===== config.mk =====
export PLATFORM = sky130hd
export DESIGN_NAME = mux_skid_n
export DESIGN_NICKNAME = d
export VERILOG_FILES = /design/src/rtl/mux_skid_n.sv
export SDC_FILE = /design/constraint.sdc
export NUM_CORES = 1
export LEC_CHECK = 0
export BUFFER_PORTS_ARGS = -buffer_cell sky130_fd_sc_hd__buf_2
export CAP_MARGIN = 25
export CORE_UTILIZATION = 55
export CTS_BUF_LIST = sky130_fd_sc_hd__clkbuf_8
export DETAILED_ROUTE_END_ITERATION = 6
export GPL_ROUTABILITY_DRIVEN = 0
export MAX_ROUTING_LAYER = met4
export PLACE_DENSITY_LB_ADDON = 0.15
export SETUP_SLACK_MARGIN = 0.5
export SLEW_MARGIN = 20
export SYNTH_ARGS = -nofsm -noshare
export SYNTH_HDL_FRONTEND = slang
export SYNTH_SLANG_ARGS = --single-unit

===== constraint.sdc =====
create_clock -name clk -period 2.6 [get_ports clk]
set_input_delay 0.39 -clock clk [delete_from_list [all_inputs] [get_ports clk]]
set_output_delay 0.39 -clock clk [all_outputs]
set_load 0.02 [all_outputs]

===== src/rtl/mux_skid_n.sv =====
// rtl/mux_skid_n.sv - N-input registered data selector behind a 2-entry skid buffer.
// Defining MUX_SKID_ERRCNT_EN adds the sel_err pulse and saturating err_count outputs.
module mux_skid_n #(
    parameter int WIDTH = 32,
    parameter int N     = 3,
    localparam int SELW = $clog2(N)
) (
    input  logic               clk,
    input  logic               reset_n,
    input  logic [N*WIDTH-1:0] d,
    input  logic [SELW-1:0]    sel,
    input  logic               in_valid,
    output logic               in_ready,
    input  logic               flush,
    output logic [WIDTH-1:0]   out_data,
    output logic               out_valid,
    input  logic               out_ready
`ifdef MUX_SKID_ERRCNT_EN
    ,
    output logic               sel_err,
    output logic [7:0]         err_count
`endif
);

    localparam logic [SELW:0] N_L = (SELW+1)'(N);

    logic [WIDTH-1:0] r_main_data;
    logic             r_main_valid;
    logic [WIDTH-1:0] r_skid_data;
    logic             r_skid_valid;
    logic [WIDTH-1:0] r_last_sel;

    logic [WIDTH-1:0] w_sel_data;
    logic [WIDTH-1:0] w_beat;
    logic             w_sel_ok;
    logic             w_in_ready;
    logic             w_accept;
    logic             w_consume;

    always_comb begin
        w_sel_data = '0;
        for (int i = 0; i < N; i++) begin
            if (sel == SELW'(i)) begin
                w_sel_data = d[i*WIDTH +: WIDTH];
            end
        end
    end

    // An out-of-range select repeats whatever was last validly selected.
    assign w_sel_ok   = {1'b0, sel} < N_L;
    assign w_beat     = w_sel_ok ? w_sel_data : r_last_sel;
    assign w_in_ready = !r_skid_valid && !flush && reset_n;
    assign w_accept   = in_valid && w_in_ready;
    assign w_consume  = r_main_valid && out_ready;

    always_ff @(posedge clk) begin
        if (!reset_n) begin
            r_main_data  <= '0;
            r_main_valid <= 1'b0;
            r_skid_data  <= '0;
            r_skid_valid <= 1'b0;
            r_last_sel   <= '0;
        end else if (flush) begin
            r_main_valid <= 1'b0;
            r_skid_valid <= 1'b0;
        end else begin
            if (w_accept && w_sel_ok) begin
                r_last_sel <= w_sel_data;
            end
            if (w_consume) begin
                // A full skid blocks acceptance, so these two cases never collide.
                if (r_skid_valid) begin
                    r_main_data  <= r_skid_data;
                    r_skid_valid <= 1'b0;
                end else if (w_accept) begin
                    r_main_data  <= w_beat;
                end else begin
                    r_main_valid <= 1'b0;
                end
            end else if (w_accept) begin
                if (!r_main_valid) begin
                    r_main_data  <= w_beat;
                    r_main_valid <= 1'b1;
                end else begin
                    r_skid_data  <= w_beat;
                    r_skid_valid <= 1'b1;
                end
            end
        end
    end

`ifdef MUX_SKID_ERRCNT_EN
    logic       r_sel_err;
    logic [7:0] r_err_count;

    always_ff @(posedge clk) begin
        if (!reset_n) begin
            r_sel_err   <= 1'b0;
            r_err_count <= '0;
        end else begin
            r_sel_err <= w_accept && !w_sel_ok;
            if (w_accept && !w_sel_ok && r_err_count != 8'hFF) begin
                r_err_count <= r_err_count + 8'd1;
            end
        end
    end

    assign sel_err   = r_sel_err;
    assign err_count = r_err_count;
`endif

    assign in_ready  = w_in_ready;
    assign out_data  = r_main_data;
    assign out_valid = r_main_valid;

endmodule

[Word-level counts from Yosys, hierarchy flattened]
Cells that the tools add are included.
Storage, ports and cells
  bits in registers: 98
Operators by class
  order comparisons: 1
  equality and inequality tests: 5
  mux-type cells: 13
  bitwise gates (word level): 3
  reductions and logical operators: 17
Operator list (number)
  $mux W32: 9
  $reduce_and A4 Y1: 2
  $logic_and A1 B1 Y1: 5
  $mux W1: 4
  $ne A2 B2 Y1 const B: 2
  $reduce_and A2 Y1: 2
  $reduce_bool A2 Y1: 2
  $not A1 Y1: 3
  $reduce_and A3 Y1: 1
  $reduce_or A3 Y1: 1
  $eq A2 B1 Y1 const B: 1
  $eq A2 B2 Y1 const B: 1
  $logic_not A1 Y1: 2
  $logic_not A2 Y1: 1
  $lt A2 B2 Y1 const B: 1
  $ne A2 B1 Y1 const B: 1
  $reduce_or A2 Y1: 1

[Longest topological paths before layout]
Gate-level depths: netlist of run 1.
  depth in word-level cells: 8
  mapped depth: 7

[Worst setup path after synthesis of run 1]
No wires, ideal clock.
  kind: in2reg
  start: input sel[0]
  end: register r_last_sel[10]
  setup time: 0.125 ns
  arrival: 1.514 ns
  required time: 2.475 ns
  setup slack: 0.962 ns
  stages on the path: 6
  buffers on the path: 3
  path through: buf_2 > buf_4 > buf_2 > mux2_2 > o211ai_1 > a21boi_0
On the way
  cells in the longest elaborated chain, start to end: 4
  elaborated cells on any way between the ends: 9
  those cells by class: 1 x order compare; 2 x eq/ne; 3 x mux; 3 x reduce/logical
Ends and longest elaborated chain
  start, declared: line 11  | input logic [SELW-1:0] sel,
  $logic_not A2 Y1: line 43  | if (sel == SELW'(i)) begin
  $mux W32 (3 in series): line 43
  end signal, assigned: line 68  | r_last_sel <= w_sel_data;
  end, declared: line 31  | logic [WIDTH-1:0] r_last_sel;
Parallel ways exist; a longest one is shown, timed or not.
A chain may end at the register's enable or synchronous reset.

[Worst setup path after layout of run 1]
  start: register r_skid_valid
  end: register r_last_sel[0]
On the way
  cells in the longest elaborated chain, start to end: 6
Ends and longest elaborated chain
  start, declared: line 30  | logic r_skid_valid;
  start signal, assigned: line 61  | r_skid_valid <= 1'b0;
  start signal, assigned: line 65  | r_skid_valid <= 1'b0;
  start signal, assigned: line 74  | r_skid_valid <= 1'b0;
  $logic_not A1 Y1: line 52  | assign w_in_ready = !r_skid_valid && !flush && reset_n;
  $logic_and A1 B1 Y1 (2 in series): line 52
  $logic_and A1 B1 Y1: line 53  | assign w_accept = in_valid && w_in_ready;
  $logic_and A1 B1 Y1: line 67  | if (w_accept && w_sel_ok) begin
  $reduce_and A2 Y1 (no line)
Every way passes these cells.

==> results of run 1 <==
==> cells by family after synthesis <==
logic type / after synthesis / share of synthesized area (%)
AO/OA/AOI/OAI: 187 / 23.9
AND/OR/NAND/NOR: 175 / 12.9
flip-flops: 98 / 36.7
buffers and inverters: 83 / 7.05
multiplexers: 74 / 19.5
==> worst max-delay path, stage by stage, from the launching register on <==
cell      delay (ns)
dfxtp_1         0.38
and4bb_2        0.38
and2_1          0.44
buf_4           0.28
o211ai_1        0.10
a21boi_0        0.19
==> worst min-delay path by stage <==
| stage | from | end | slack, ns | cells after the start |
|---|---|---|---|---|
| 4_1_cts | in_valid | out_valid | 0.32 | 3 |
| 6_report | in_valid | out_valid | 0.33 | 3 |
| 5_1_grt | in_valid | out_valid | 0.33 | 3 |
| 3_5_place_dp | r_last_sel[15] | r_last_sel[15] | 0.45 | 2 |
| 3_3_place_gp | r_last_sel[2] | r_last_sel[2] | 0.43 | 2 |
| 2_1_floorplan | r_last_sel[15] | r_last_sel[15] | 0.43 | 2 |
==> synth_stat cells, drive strengths merged <==
cell type | count | area share [%]
o211a | 9 | 1.7
nand2 | 153 | 11
o21ai | 56 | 5.2
mux2 | 22 | 4.6
buf | 26 | 3.0
nand3 | 2 | 0.19
nand2b | 2 | 0.23
a311oi | 1 | 0.16
clkbuf | 33 | 2.3
a311o | 9 | 1.7
a211oi | 1 | 0.37
clkinv | 1 | 0.070
nor3b | 1 | 0.14
dfxtp | 98 | 37
and2 | 1 | 0.12
a31oi | 32 | 3.7
o211ai | 22 | 3.1
or2 | 1 | 0.12
nor2 | 12 | 0.84
and4bb | 1 | 0.23
a21oi | 3 | 0.28
a21boi | 54 | 7.6
inv | 23 | 1.6
mux4 | 22 | 9.3
mux2i | 30 | 5.6
and3 | 2 | 0.23
==> through the flow <==
step | util (%) | std cells | cell area, um2 | hold slack, ns | power, W
2_1_floorplan | - | 617 | 5340 | 0.428 | 0.00197
5_1_grt | 66.9 | 853 | 6240 | 0.334 | 0.00324
6_report | 66.9 | 853 | 6240 | 0.327 | 0.00310
4_1_cts | 66.9 | 853 | 6240 | 0.317 | 0.00311
3_3_place_gp | 64.8 | 837 | 6050 | 0.434 | 0.00214
3_5_place_dp | 64.8 | 837 | 6050 | 0.446 | 0.00216
==> area by class of cell <==
cell class	count	area, um2
repair buffers	150	828
clock inverters	6	57.6
flip-flops and latches	98	1960
multi-input cells	436	3010
fillers	826	3090
clock buffers	10	138
well taps	129	161
inverters	24	90.1
==> power by group through the flow <==
stage          clock (W)  combinational (W)  sequential [W]
6_report        0.000967           0.000556         0.00157
3_5_place_dp           0           0.000554         0.00161
2_1_floorplan          0           0.000330         0.00164
4_1_cts         0.000978           0.000555         0.00157
5_1_grt          0.00105           0.000609         0.00158
3_3_place_gp           0           0.000538         0.00161
==> routing by layer <==
layer,track usage (%),vias up
li1,-,2396
met1,39.8,2267
met2,38.8,161
met3,3.61,26
met4,9.25,0
met5,-,-
==> sequential cells by signal (all words and copies together), names as in the netlist <==
| signal | count |
|---|---|
| r_last_sel | 32 |
| out_valid | 1 |
| r_skid_valid | 1 |
| r_skid_data | 32 |
| out_data | 32 |
==> results.md, run 1 <==
* Leakage power at around 2.7 nW
* Clock power share at between 30% and 40%
* Nets at about 820
* Initial antenna violation count at 0
* Layout Area Growth over Synthesis at 16.8%
* Syn Area/Cell at about 8.7 um2
* Commonest non-fill, non-tap cells in the layout: nand2_1 (153), buf_2 (134), dfxtp_1 (98), a21boi_0 (41), a31oi_1 (32)
* Routed Antenna Nets at 0
* CTS root buffer: clkbuf_8
* Syn_nets at 720
* RSZ-0062 raised after global routing: no
* Setup slack after placement at 0.608 ns
* Layout Skew at roughly 0.014 ns
* Setup crit start kind: flip-flop
* Top routing layer used: met4
* MaxCap Viol Count at 0
* Die W at around 100 um
* Setup tns final at 0 ns
* Worst-skew pair later-pin latency at roughly 0.37 ns
* WP data required at roughly 2.9 ns
* Max-slew violation count at 0
* Max Freq at 542 MHz
* Outcome: finished, final reports clean
* CP Class: reg -> reg
* Endpoints failing hold at 0
* CP Capture Type: flip-flop
* Switching Share at 29.0%
* Vias per cell at approximately 5.7
* Met2 wire length at around 6 mm
* Reg power frac at between 50% and 60%
* Max_slew headroom at 61.3%
* Starting density of the core at 57.3%
* Hold buffers post-CTS at 0
* Critical Path AT at 2.13 ns
* Die Area at a little over 10000 um2
* Layout cells sized above 1 at around 30%
* Metal-1 WL at between 6 and 7 mm
* DRT iter0 DRCs at around 220
* GRT Util Overall at around 27%
* Post-DR wirelength/cell at between 15 and 20 um
* Int Pwr at roughly 0.0022 W
* Post-CTS Resized at 0
* Standard-cell rows at 35
* Synth Instances at 617
* Total grt overflow at 0
* Drt drc at 0
* Setup-failing EPs final at 0
* Final min period at 1.85 ns
* PD cells at approximately 500 nW/um2
* Combinational share of power at roughly 18%
* Clk buf depth at 2
* Via count at between 4000 and 5000
* Pin count of the biggest net entering global routing at slightly below 70
* Peak VDD IR at a little under 0.0003 V
* Antenna diodes at 0
* Register-to-register setup slack at between 0.7 and 0.8 ns
* Worst Setup SP: r_skid_valid
* Pre-antenna DRT Iters at 4
* Setup Buffers After CTS at 0
* Most common cell after layout, fill and taps aside: nand2_1
* Crit path to: r_last_sel[0]
* Sequential fraction of the synthesis area at 36.7%
* First-pass GRT wire length at between 20 and 25 mm
* DIE HEIGHT at just over 100 um
* Reg-to-Reg End: r_last_sel[0]
* Met3 WL at between 600 and 700 um
* Worst Path Max Fanout at 12
* Port bufs at roughly 140
* Post-synthesis cell area at 5340 um2
* Core area at around 9300 um2
* Hold Path Class: in -> reg
* Final Cycle Share at between 70% and 80%
* Num CTS Buffers at 9
* Number of synthesized register bits at 98
* CTS clk-pin slew, worst paths at approximately 0.09 ns
* CTS tree: built
* Worst setup margin at approximately 0.75 ns
* Final wirelength at 12.9 mm
* YS warnings at 0
* R2R cell count at 5
* H-Tree Depth at 3
* Ports at between 100 and 150
* Synth unique cells at 31
* Worst Tran Pin Value at 0.580 ns
* Clock sinks at a little under 100
* R2r startpoint: r_skid_valid
* Sw Pwr at between 0.0008 and 0.0009 W
* Vias in the first global route at around 4300
* Detailed Place HPWL at between 8 and 9 mm
Power figures use the tool's default switching activity.
==> run 2: changes to the inputs <==
--- a/config.mk
+++ b/config.mk
@@ -5,9 +5,10 @@
 export SDC_FILE = /design/constraint.sdc
 export NUM_CORES = 1
 export LEC_CHECK = 0
+export ABC_AREA = 1
 export BUFFER_PORTS_ARGS = -buffer_cell sky130_fd_sc_hd__buf_2
 export CAP_MARGIN = 25
-export CORE_UTILIZATION = 55
+export CORE_UTILIZATION = 49
 export CTS_BUF_LIST = sky130_fd_sc_hd__clkbuf_8
 export DETAILED_ROUTE_END_ITERATION = 6
 export GPL_ROUTABILITY_DRIVEN = 0
==> constraint.sdc (replaced) <==
create_clock -name clk -period 1.55 [get_ports clk]
set_input_delay 0.2325 -clock clk [delete_from_list [all_inputs] [get_ports clk]]
set_output_delay 0.2325 -clock clk [all_outputs]
set_load 0.02 [all_outputs]
==> run 2 against run 1 <==
Effect of this change: sequential power is 68% higher; non-clock buffer count is 47 higher; final cell count is 27% higher; clock power is 80% higher; core utilization is 6.9 points higher; flip-flop and latch count stayed put; total power is 76% higher; highest routed layer unchanged; critical path depth is 3 higher; final area is 18% higher.
==> results.md, run 2 <==
* Leakage power at 3.19 nW (+19%)
* Die Area at 10900 um2 (+7.5%)
* Vias in the first global route at 5647 (+31%)
* Number of synthesized register bits at 98 (unchanged)
* Worst-skew pair later-pin latency at 0.38 ns (about the same)
* Initial antenna violation count at 0 (unchanged)
* Setup crit start kind: flip-flop
* Final wirelength at 18.2 mm (+41%)
* Post-synth ARST share at 0% (unchanged)
* Nets at 1046 (+27%)
* Top-count cell post-synth: nand3_1
* CTS clk-pin slew, worst paths at 0.10 ns (about the same)
* Hold buffers post-CTS at 0 (unchanged)
* Routed Antenna Nets at 0 (unchanged)
* MaxCap Viol Count at 0 (unchanged)
* Die W at 104 um (+3.7%)
* Detailed Place HPWL at 10.5 mm (+17%)
* Post-synthesis cell area at 5130 um2 (-4.1%)
* Max_slew headroom at 57.2% (-4.1 points)
* Main synth FF type: dfxtp_1
* Synth unique cells at 21 (-32%)
* DRT iter0 DRCs at 615 (+180%)
* Layout cells sized above 1 at 36.2% (+6.9 points)
* Post-synth top area cell: dfxtp_1
* CP Class: reg -> reg
* Total grt overflow at 0 (unchanged)
* Port bufs at 136 (unchanged)
* Syn_nets at 898 (+25%)
* YS warnings at 0 (unchanged)
* Ports at 137 (unchanged)
* Pin count of the biggest net entering global routing at 69 (+1.5%)
* Pre-antenna DRT Iters at 6 (+2)
* PD cells at 744 nW/um2 (+50%)
* Final Cycle Share at 93.0% (+22 points)
* Most common cell after layout, fill and taps aside: nand3_1
* Clock sinks at 98 (unchanged)
* Worst Path Max Fanout at 8 (-4)
* Hold Path Class: in -> reg
* Max-slew violation count at 0 (unchanged)
* Clk buf depth at 2 (unchanged)
* Standard-cell rows at 36 (+2.9%)
* Final min period at 1.44 ns (-0.404 ns)
* Via count at 6301 (+30%)
* WP data required at 1.83 ns (-1.05 ns)
* Sequential fraction of the synthesis area at 38.3% (+1.5 points)
* CTS tree: built
* Layout Area Growth over Synthesis at 43.2%
* First-pass GRT wire length at 26.6 mm (+26%)
* Placed cell count at 1034 (+24%)
* Layout Skew at 0.0117 ns (-0.00206 ns)
* EDFF count, synth at 0 (unchanged)
* CTS root buffer: clkbuf_8
* Setup tns final at 0 ns (unchanged)
* Outcome: finished, final reports clean
* Final cell count without fillers at 1081 (+27%)
* H-Tree Depth at 3 (unchanged)
* Drt drc at 0 (unchanged)
* Critical Path AT at 1.72 ns (-0.41 ns)
* Starting density of the core at 51.5% (-5.8 points)
* Core area at 9950 um2 (+6.7%)
* Peak VDD IR at 0.000428 V (+47%)
* Setup-failing EPs final at 0 (unchanged)
* Post-synth top cells: nand3_1 (162), nand2_1 (131), nor2_1 (131), dfxtp_1 (98), o21ai_0 (57)
* Max Freq at 693 MHz (+28%)
* DIE HEIGHT at 104 um (+3.7%)
* Syn Area/Cell at 6.45 um2 (-26%)
* Endpoints failing hold at 0 (unchanged)
* Vias per cell at 5.83 (+2.5%)
* CP Capture Type: flip-flop
* Share of the synthesized area in the top cell type at 38.3% (+1.5 points)
* Antenna diodes at 0 (unchanged)
* GRT Util Overall at 30.6% (+3.3 points)
* RSZ-0062 raised after global routing: yes
* Ranking of synthesized cells by area: dfxtp_1 (38%), nand3_1 (16%), nand2_1 (9.6%)
* Num CTS Buffers at 9 (unchanged)
* Worst Tran Pin Value at 0.643 ns (+0.0622 ns)
* Synth Instances at 795 (+29%)
* Commonest non-fill, non-tap cells in the layout: nand3_1 (137), nand2_1 (130), nor2_1 (122), buf_2 (102), dfxtp_1 (64)
* Post-DR wirelength/cell at 16.8 um (+11%)
-- run 2: changes by cell type in the layout (fill, tap and decap cells not counted), moves of 34 or more --
| cell | previous run | this run |
|---|---|---|
| nor2_1 | 12 | 122 |
| nand3_1 | 2 | 137 |
| buf_6 | 0 | 55 |
| a21boi_0 | 41 | 0 |
| dfxtp_1 | 98 | 64 |
-- run 2: worst max-delay path: stages, from the launching register on --
cell	delay, ns
dfxtp_4	0.38
nor2_4	0.10
nand3_4	0.14
buf_6	0.17
nand2_8	0.11
buf_4	0.13
nand3_1	0.09
a21oi_1	0.17
nor2_1	0.06
-- run 2: layer usage --
metal	vias up	part of all wire, %	global-route usage, %
li1	2970	-	-
met1	2878	40	37.8
met2	393	47	50.0
met3	60	9.6	4.64
met4	0	3.0	12.2
met5	-	0	-
-- run 2: cell type report --
cell class                      instances  area (um2)
Tap cell                              133         166
Sequential cell                        98        2010
Fill cell                             741        2610
Inverter                               39         156
Multi-Input combinational cell        598        3280
Clock buffer                           11         151
Clock inverter                          5        53.8
Timing Repair Buffer                  197        1530
-- run 2: timing repair --
item / in CTS / in global routing
endpoints found under the setup margin: 130 / 131
pin swaps: 6 / 13
gates cloned: 5 / 4
resized for setup: 144 / 95
buffers inserted: 10 / 12
-- run 2: power breakdown --
group	switching, W	internal, W	total, W
registers	0.0000491	0.00260	0.00264
logic	0.000656	0.000424	0.00108
clock network	0.000912	0.000826	0.00174
-- run 2: cells by family after synthesis --
group,after synthesis,synth area share [%]
and+or+nand+nor,493,43.0
buffers and inverters,103,8.69
AOI/OAI and AO/OA,101,10.0
DFF,98,38.3
-- run 2: worst paths after layout --
path / to / depth (start not counted) / startpoint / slack, ns
max: out_data[22] / 8 / r_skid_valid / 0.11
min reg2reg: r_last_sel[26] / 2 / r_last_sel[26] / 0.51
max reg2reg: out_data[22] / 8 / r_skid_valid / 0.11
min: r_skid_valid / 3 / in_valid / 0.16
-- run 2: metrics by stage --
stage / instance area (um2) / setup slack (ns) / hold WS (ns) / util [%] / power, W
after floorplan: 5200 / 0.320 / 0.382 / - / 0.00320
after global placement: 6000 / 0.0965 / 0.478 / 60.3 / 0.00351
after detailed placement: 6000 / 0.00752 / 0.485 / 60.3 / 0.00353
after CTS: 6770 / 0.213 / 0.140 / 68.0 / 0.00530
after global routing: 7340 / 0.0795 / 0.163 / 73.8 / 0.00564
final: 7340 / 0.108 / 0.161 / 73.8 / 0.00546
